$ cat src/rtl/s3_pipe_pkg.sv
// Shared types for the execute->writeback skid stage.
// Holds default widths, the FSM state encoding and the entry record.
package s3_pipe_pkg;

    localparam int S3_DATA_W = 32;
    localparam int S3_ADDR_W = 5;

    // Encoding doubles as the occupancy count.
    typedef enum logic [1:0] {
        EMPTY = 2'd0,
        ONE   = 2'd1,
        TWO   = 2'd2
    } state_e;

    typedef struct packed {
        logic                 valid;
        logic                 wen;
        logic [S3_ADDR_W-1:0] wsel;
        logic [S3_DATA_W-1:0] data;
    } entry_t;

endpackage

$ cat src/rtl/s3_wb_skid_stage_if.sv
// Handshake, forwarding and status bundle of the writeback skid stage.
// master: upstream/downstream environment; slave: the stage itself.
interface s3_wb_skid_stage_if
    import s3_pipe_pkg::*;
#(
    parameter int DATA_W = S3_DATA_W,
    parameter int ADDR_W = S3_ADDR_W
) ();

    logic              flush;
    logic              in_valid;
    logic              in_ready;
    logic [DATA_W-1:0] in_data;
    logic [ADDR_W-1:0] in_wsel;
    logic              in_wen;
    logic              out_valid;
    logic              out_ready;
    logic [DATA_W-1:0] out_data;
    logic [ADDR_W-1:0] out_wsel;
    logic              out_wen;
    logic [ADDR_W-1:0] fwd_rsel;
    logic              fwd_hit;
    logic [DATA_W-1:0] fwd_data;
    logic [1:0]        occupancy;

    modport master (
        output flush, in_valid, in_data, in_wsel, in_wen,
        output out_ready, fwd_rsel,
        input  in_ready, out_valid, out_data, out_wsel, out_wen,
        input  fwd_hit, fwd_data, occupancy
    );

    modport slave (
        input  flush, in_valid, in_data, in_wsel, in_wen,
        input  out_ready, fwd_rsel,
        output in_ready, out_valid, out_data, out_wsel, out_wen,
        output fwd_hit, fwd_data, occupancy
    );

endinterface

$ cat src/rtl/s3_pipe_entry.sv
// One load-enabled pipeline entry register (wen, wsel, data).
// Ports: clk, rst (async, active-high), load_i, *_i next values, *_o held values.
module s3_pipe_entry
    import s3_pipe_pkg::*;
#(
    parameter int DATA_W = S3_DATA_W,
    parameter int ADDR_W = S3_ADDR_W
) (
    input  logic              clk,
    input  logic              rst,
    input  logic              load_i,
    input  logic              wen_i,
    input  logic [ADDR_W-1:0] wsel_i,
    input  logic [DATA_W-1:0] data_i,
    output logic              wen_o,
    output logic [ADDR_W-1:0] wsel_o,
    output logic [DATA_W-1:0] data_o
);

    logic              wen_q;
    logic [ADDR_W-1:0] wsel_q;
    logic [DATA_W-1:0] data_q;

    always_ff @(posedge clk or posedge rst) begin
        if (rst) begin
            wen_q  <= 1'b0;
            wsel_q <= '0;
            data_q <= '0;
        end else if (load_i) begin
            wen_q  <= wen_i;
            wsel_q <= wsel_i;
            data_q <= data_i;
        end
    end

    assign wen_o  = wen_q;
    assign wsel_o = wsel_q;
    assign data_o = data_q;

endmodule

$ cat src/rtl/s3_wb_skid_stage.sv
// Execute->writeback stage: valid/ready handshake, 2-entry skid, flush, bypass lookup.
// Ports: clk, rst (async, active-high), bus (slave side of s3_wb_skid_stage_if).
module s3_wb_skid_stage
    import s3_pipe_pkg::*;
#(
    parameter int DATA_W      = S3_DATA_W,
    parameter int ADDR_W      = S3_ADDR_W,
    parameter int SKID        = 1,
    parameter int SUPPRESS_R0 = 1
) (
    input  logic                 clk,
    input  logic                 rst,
    s3_wb_skid_stage_if.slave    bus
);

    state_e state_q, state_d;
    logic   rdy_q, rdy_d;

    logic main_v, skid_v;
    logic in_ready, in_fire, out_fire;
    logic cap_wen;

    logic main_ld, skid_ld, main_from_skid;

    logic              main_wen_d;
    logic [ADDR_W-1:0] main_wsel_d;
    logic [DATA_W-1:0] main_data_d;

    logic              main_wen, skid_wen;
    logic [ADDR_W-1:0] main_wsel, skid_wsel;
    logic [DATA_W-1:0] main_data, skid_data;

    logic main_hit, skid_hit;

    // Valid bits live in the state encoding, not in the entries.
    assign main_v = (state_q != EMPTY);
    assign skid_v = (state_q == TWO);

    // rdy_q also holds ready low for one edge after reset in both modes.
    assign in_ready = (SKID != 0) ? rdy_q
                                  : rdy_q & (~main_v | bus.out_ready);

    assign in_fire  = bus.in_valid & in_ready;
    assign out_fire = main_v & bus.out_ready;

    // Writes to r0 are turned into no-ops at capture time.
    assign cap_wen = bus.in_wen
                   & ((SUPPRESS_R0 == 0) | (|bus.in_wsel));

    always_comb begin
        state_d        = state_q;
        main_ld        = 1'b0;
        skid_ld        = 1'b0;
        main_from_skid = 1'b0;
        if (bus.flush) begin
            state_d = EMPTY;
        end else begin
            unique case (state_q)
                EMPTY: begin
                    if (in_fire) begin
                        state_d = ONE;
                        main_ld = 1'b1;
                    end
                end
                ONE: begin
                    if (in_fire && bus.out_ready) begin
                        main_ld = 1'b1;
                    end else if (in_fire && (SKID != 0)) begin
                        state_d = TWO;
                        skid_ld = 1'b1;
                    end else if (out_fire) begin
                        state_d = EMPTY;
                    end
                end
                TWO: begin
                    if (out_fire) begin
                        state_d        = ONE;
                        main_ld        = 1'b1;
                        main_from_skid = 1'b1;
                    end
                end
                default: state_d = EMPTY;
            endcase
        end
    end

    assign rdy_d = (state_d != TWO);

    always_ff @(posedge clk or posedge rst) begin
        if (rst) begin
            state_q <= EMPTY;
            rdy_q   <= 1'b0;
        end else begin
            state_q <= state_d;
            rdy_q   <= rdy_d;
        end
    end

    assign main_wen_d  = main_from_skid ? skid_wen  : cap_wen;
    assign main_wsel_d = main_from_skid ? skid_wsel : bus.in_wsel;
    assign main_data_d = main_from_skid ? skid_data : bus.in_data;

    s3_pipe_entry #(
        .DATA_W (DATA_W),
        .ADDR_W (ADDR_W)
    ) u_main (
        .clk    (clk),
        .rst    (rst),
        .load_i (main_ld),
        .wen_i  (main_wen_d),
        .wsel_i (main_wsel_d),
        .data_i (main_data_d),
        .wen_o  (main_wen),
        .wsel_o (main_wsel),
        .data_o (main_data)
    );

    s3_pipe_entry #(
        .DATA_W (DATA_W),
        .ADDR_W (ADDR_W)
    ) u_skid (
        .clk    (clk),
        .rst    (rst),
        .load_i (skid_ld),
        .wen_i  (cap_wen),
        .wsel_i (bus.in_wsel),
        .data_i (bus.in_data),
        .wen_o  (skid_wen),
        .wsel_o (skid_wsel),
        .data_o (skid_data)
    );

    assign main_hit = main_v & main_wen
                    & (main_wsel == bus.fwd_rsel);
    assign skid_hit = (SKID != 0) & skid_v & skid_wen
                    & (skid_wsel == bus.fwd_rsel);

    // Skid entry is younger, so it wins the bypass.
    assign bus.fwd_hit  = main_hit | skid_hit;
    assign bus.fwd_data = skid_hit ? skid_data
                        : main_hit ? main_data
                        : '0;

    assign bus.in_ready  = in_ready;
    assign bus.out_valid = main_v;
    assign bus.out_data  = main_data;
    assign bus.out_wsel  = main_wsel;
    assign bus.out_wen   = main_v & main_wen;
    assign bus.occupancy = state_q;

endmodule

$ cat src/flat_wrapper.sv
// flat-port wrapper written by rule: the top's interface ports become plain ports
module s3_wb_skid_stage_flat import s3_pipe_pkg::*;
#(
    parameter int DATA_W      = S3_DATA_W,
    parameter int ADDR_W      = S3_ADDR_W,
    parameter int SKID        = 1,
    parameter int SUPPRESS_R0 = 1
)
  (clk, rst, bus_flush, bus_in_valid, bus_in_data, bus_in_wsel, bus_in_wen, bus_out_ready, bus_fwd_rsel, bus_in_ready, bus_out_valid, bus_out_data, bus_out_wsel, bus_out_wen, bus_fwd_hit, bus_fwd_data, bus_occupancy);
  s3_wb_skid_stage_if #(.DATA_W(DATA_W), .ADDR_W(ADDR_W)) bus_i ();
  input  logic clk;
  input  logic rst;
  input wire logic [$bits(bus_i.flush)-1:0] bus_flush;
  input wire logic [$bits(bus_i.in_valid)-1:0] bus_in_valid;
  input wire logic [$bits(bus_i.in_data)-1:0] bus_in_data;
  input wire logic [$bits(bus_i.in_wsel)-1:0] bus_in_wsel;
  input wire logic [$bits(bus_i.in_wen)-1:0] bus_in_wen;
  input wire logic [$bits(bus_i.out_ready)-1:0] bus_out_ready;
  input wire logic [$bits(bus_i.fwd_rsel)-1:0] bus_fwd_rsel;
  output wire logic [$bits(bus_i.in_ready)-1:0] bus_in_ready;
  output wire logic [$bits(bus_i.out_valid)-1:0] bus_out_valid;
  output wire logic [$bits(bus_i.out_data)-1:0] bus_out_data;
  output wire logic [$bits(bus_i.out_wsel)-1:0] bus_out_wsel;
  output wire logic [$bits(bus_i.out_wen)-1:0] bus_out_wen;
  output wire logic [$bits(bus_i.fwd_hit)-1:0] bus_fwd_hit;
  output wire logic [$bits(bus_i.fwd_data)-1:0] bus_fwd_data;
  output wire logic [$bits(bus_i.occupancy)-1:0] bus_occupancy;
  assign bus_i.flush = bus_flush;
  assign bus_i.in_valid = bus_in_valid;
  assign bus_i.in_data = bus_in_data;
  assign bus_i.in_wsel = bus_in_wsel;
  assign bus_i.in_wen = bus_in_wen;
  assign bus_i.out_ready = bus_out_ready;
  assign bus_i.fwd_rsel = bus_fwd_rsel;
  assign bus_in_ready = bus_i.in_ready;
  assign bus_out_valid = bus_i.out_valid;
  assign bus_out_data = bus_i.out_data;
  assign bus_out_wsel = bus_i.out_wsel;
  assign bus_out_wen = bus_i.out_wen;
  assign bus_fwd_hit = bus_i.fwd_hit;
  assign bus_fwd_data = bus_i.fwd_data;
  assign bus_occupancy = bus_i.occupancy;
  s3_wb_skid_stage #(.DATA_W(DATA_W), .ADDR_W(ADDR_W), .SKID(SKID), .SUPPRESS_R0(SUPPRESS_R0)) u_core (.clk(clk), .rst(rst), .bus(bus_i));
endmodule
$ cat config.mk
export PLATFORM = sky130hd
export DESIGN_NAME = s3_wb_skid_stage_flat
export DESIGN_NICKNAME = d
export VERILOG_FILES = /design/src/rtl/s3_pipe_pkg.sv /design/src/rtl/s3_wb_skid_stage_if.sv /design/src/rtl/s3_pipe_entry.sv /design/src/rtl/s3_wb_skid_stage.sv /design/src/flat_wrapper.sv
export SDC_FILE = /design/constraint.sdc
export NUM_CORES = 1
export LEC_CHECK = 0
export CAP_MARGIN = 10
export CORE_MARGIN = 5
export CORE_UTILIZATION = 53
export CTS_CLUSTER_DIAMETER = 60
export DETAILED_ROUTE_END_ITERATION = 8
export HOLD_SLACK_MARGIN = 0.02
export PLACE_DENSITY = 0.9
export SLEW_MARGIN = 20
export SYNTH_ARGS = -nofsm -noshare
export SYNTH_HDL_FRONTEND = slang
export SYNTH_HIERARCHICAL = 1
export SYNTH_SLANG_ARGS = --single-unit
$ cat constraint.sdc
create_clock -name clk -period 5.1 [get_ports clk]
set_clock_uncertainty 0.1 [all_clocks]
set_input_delay 0.51 -clock clk [delete_from_list [all_inputs] [get_ports clk]]
set_output_delay 0.51 -clock clk [all_outputs]
set_load 0.05 [all_outputs]
==> results.sh <==
export IMPL_ioPinCount=123
export IMPL_hold_violations=0
export IMPL_syn_cell_area_um2=4620
export IMPL_layout_worst_path_cycle_share_pct=81.8
export IMPL_internal_power_uw=1380
export IMPL_p_switching_uw=805
export IMPL_placed_cell_area_um2=5880
export IMPL_cts_root_buf="clkbuf_8"
export IMPL_outcome="finished clean"
export IMPL_vdd_drop_max_v=0.000258
export IMPL_die_x_um=103
export IMPL_grt_ovfl_total=0
export IMPL_slowest_stage="clkdlybuf4s50_1"
export IMPL_clk_path_buf_depth=2
export IMPL_grt_pass1_vias=3605
export IMPL_numCtsBuffers=9
export IMPL_cts_tree="built"
export IMPL_viasPerCell=5.62
export IMPL_synth_top_area_share_pct=42.8
export IMPL_clk_latency_ns=0.34
export IMPL_final_cells=583
export IMPL_drt_iter0_markers=93
export IMPL_drv_cap=0
export IMPL_cts_resized=0
export IMPL_max_freq_mhz=240
export IMPL_die_y_um=103
export IMPL_arrival_ns=3.56
export IMPL_vias=3279
export IMPL_cp_max_fo=17
export IMPL_p_leak_uw=0.00258
export IMPL_relSlewSlack_pct=35.5
export IMPL_layout_drive_gt1_share_pct=37.3
export IMPL_fin_setup_tns_ns=0
export IMPL_clock_sinks=79
export IMPL_final_area_um2=6080
export IMPL_cpPeakStageDelay_ns=0.71
export IMPL_required_ns=4.49
export IMPL_path_cells="clkdlybuf4s50_1 > xor2_1 > nor4_2 > nand3_2 > buf_4 > mux2_4 > clkdlybuf4s50_1"
export IMPL_nNetsFinal=518
export IMPL_io_buffers=122
export IMPL_seqPwrFrac_pct=42.4
export IMPL_ctsHoldBuffers=0
export IMPL_grt_pass1_wl_mm=18.1
export IMPL_core_um2=8590
export IMPL_synth_area_leader_cell="dfrtp_1"
export IMPL_gp_congestion=0.843
export IMPL_track_usage_pct=22.2
export IMPL_synth_area_leaders="dfrtp_1 (43%), mux2_4 (22%), mux2_2 (19%)"
export IMPL_yosys_register_bits=79
export IMPL_worstSetupPathType="in2out"
export IMPL_pwr_share_comb_pct=37.3
export IMPL_cp_end_kind="output port"
export IMPL_die_area_um2=10700
export IMPL_drt_pass1_iterations=4
export IMPL_fin_util_pct=70.7
export IMPL_rows=34
export IMPL_synth_cells=354
export IMPL_cts_setup_buffers=0
export IMPL_ys_seq_area_share_pct=42.8
export IMPL_placed_cells=567
export IMPL_rsz0062_at_grt="false"
export IMPL_tightestPinTransition_ns=0.966
export IMPL_final_cell_mix="clkdlybuf4s50_1 (122), dfrtp_1 (79), mux2_2 (77)"
export IMPL_min_path_type="in2async"
export IMPL_area_delta_synth_final_pct=31.6
export IMPL_wl_per_cell_um=19.6
export IMPL_final_min_clock_period_ns=4.17
export IMPL_swShare_pct=36.8
export IMPL_drc_errors=0
export IMPL_slew_violations=0
export IMPL_synth_fp_nets=402
export IMPL_diodes=0
export IMPL_dp_hpwl_mm=8.09
export IMPL_pwr_share_clk_pct=20.3
export IMPL_wl_mm=11.4
export IMPL_h_tree_depth=3
export IMPL_start_util_pct=53.7
export IMPL_grt_max_degree=39
export IMPL_ys_types=30
export IMPL_ys_warn_count=6
export IMPL_start_kind="input port"
export IMPL_ant_nets=0
export IMPL_finalSetupViolations=0
export IMPL_clk_pin_slew_ns=0.08
export IMPL_powerDensity_nw_per_um2=360
export IMPL_avgSynthCellArea_um2=13.0
export IMPL_antenna_found_initial=0
export IMPL_crit_top_cell="clkdlybuf4s50_1"
export IMPL_final_common_cell="clkdlybuf4s50_1"
## path summary, 6_finish.rpt
check                                         from                        to  slack, ns  depth (start not counted)
max in group asynchronous                      rst  u_core/u_main/data_o[14]       3.69                          2
max                                bus_fwd_rsel[0]          bus_fwd_data[22]       0.93                          7
min                                            rst   u_core/bus.occupancy[0]       0.32                          2
max reg2reg                u_core/bus.occupancy[0]   u_core/u_main/wsel_o[4]       2.43                          6
min reg2reg                    u_core/u_main/wen_o       u_core/u_main/wen_o       0.42                          1
min in group clk               u_core/u_main/wen_o       u_core/u_main/wen_o       0.42                          1
## power groups by stage
stage / sequential [uW] / combinational [uW] / clock [uW]
after CTS: 926 / 821 / 457
after floorplan: 1120 / 345 / 0
after global routing: 949 / 856 / 483
after global placement: 923 / 800 / 0
after detailed placement: 939 / 818 / 0
final: 929 / 816 / 444
## Yosys cell counts
| cell type | n |
|---|---|
| nand3_1 | 30 |
| a21oi_1 | 1 |
| nor2b_1 | 1 |
| clkbuf_1 | 9 |
| buf_2 | 3 |
| mux2i_1 | 1 |
| a211o_1 | 1 |
| nor3b_2 | 1 |
| or4_1 | 1 |
| nand2b_1 | 1 |
| nand3_2 | 1 |
| and3b_1 | 2 |
| a31oi_1 | 1 |
| buf_6 | 9 |
| o22a_1 | 1 |
| dfrtp_1 | 79 |
| buf_4 | 3 |
| nor2_1 | 33 |
| mux2_4 | 69 |
| o21ai_0 | 1 |
| nand4_1 | 2 |
| nand2_1 | 3 |
| nor4_2 | 1 |
| mux2_2 | 77 |
| xor2_1 | 5 |
| xnor2_1 | 5 |
| nor3_1 | 3 |
| or2_2 | 1 |
| o21a_1 | 2 |
| inv_1 | 7 |
## per-stage QoR
stage               hold slack [ns]  power, uW  setup slack [ns]
detailed placement            0.402       1760             0.912
global route                  0.344       2290             0.797
CTS                           0.316       2200             0.903
floorplan                     0.164       1470              1.61
finish                        0.325       2190             0.929
global placement              0.396       1720             0.931
## registers in the layout, indices dropped and copies added, names as in the netlist
signal	flops
u_core/u_main/wen_o	1
u_core/bus.in_ready	1
u_core/u_main/wsel_o	5
u_core/u_main/data_o	32
u_core/u_skid/wen_o	1
u_core/u_skid/wsel_o	5
u_core/bus.occupancy	2
u_core/u_skid/data_o	32
## cell type report
cell class	instances	area, um^2
fillers	601	2520
multi-input cells	244	2470
flip-flops and latches	79	1980
repair buffers	129	1270
well taps	108	135
clock buffers	11	131
clock inverters	5	58.8
inverters	7	26.3
## routing by layer
metal / routed length [um] / share of wire [%] / up-vias / global-route usage (%)
met1: 4770 / 42 / 1651 / 27.8
met5: 0 / 0 / - / 0
li1: - / - / 1487 / -
met2: 5790 / 51 / 122 / 38.7
met3: 683 / 6.0 / 19 / 3.69
met4: 194 / 1.7 / 0 / 7.77
## kinds of logic after synthesis
kind of cell	count (synthesis)	share of synthesized area (%)
AOI/OAI and AO/OA	7	1.06
muxes	147	41.4
xor gates and xnor gates	10	1.90
buffers and inverters	31	4.31
DFF	79	42.8
and+or+nand+nor	80	8.48
## worst max-delay path, delay by kind of cell
kind | cells | cell delay (ns)
XOR/XNOR | 1 | 0.20
buffers and inverters | 3 | 1.64
multiplexers | 1 | 0.33
AND/OR/NAND/NOR | 2 | 0.87
Note: power is estimated with default switching activity, not from simulation.
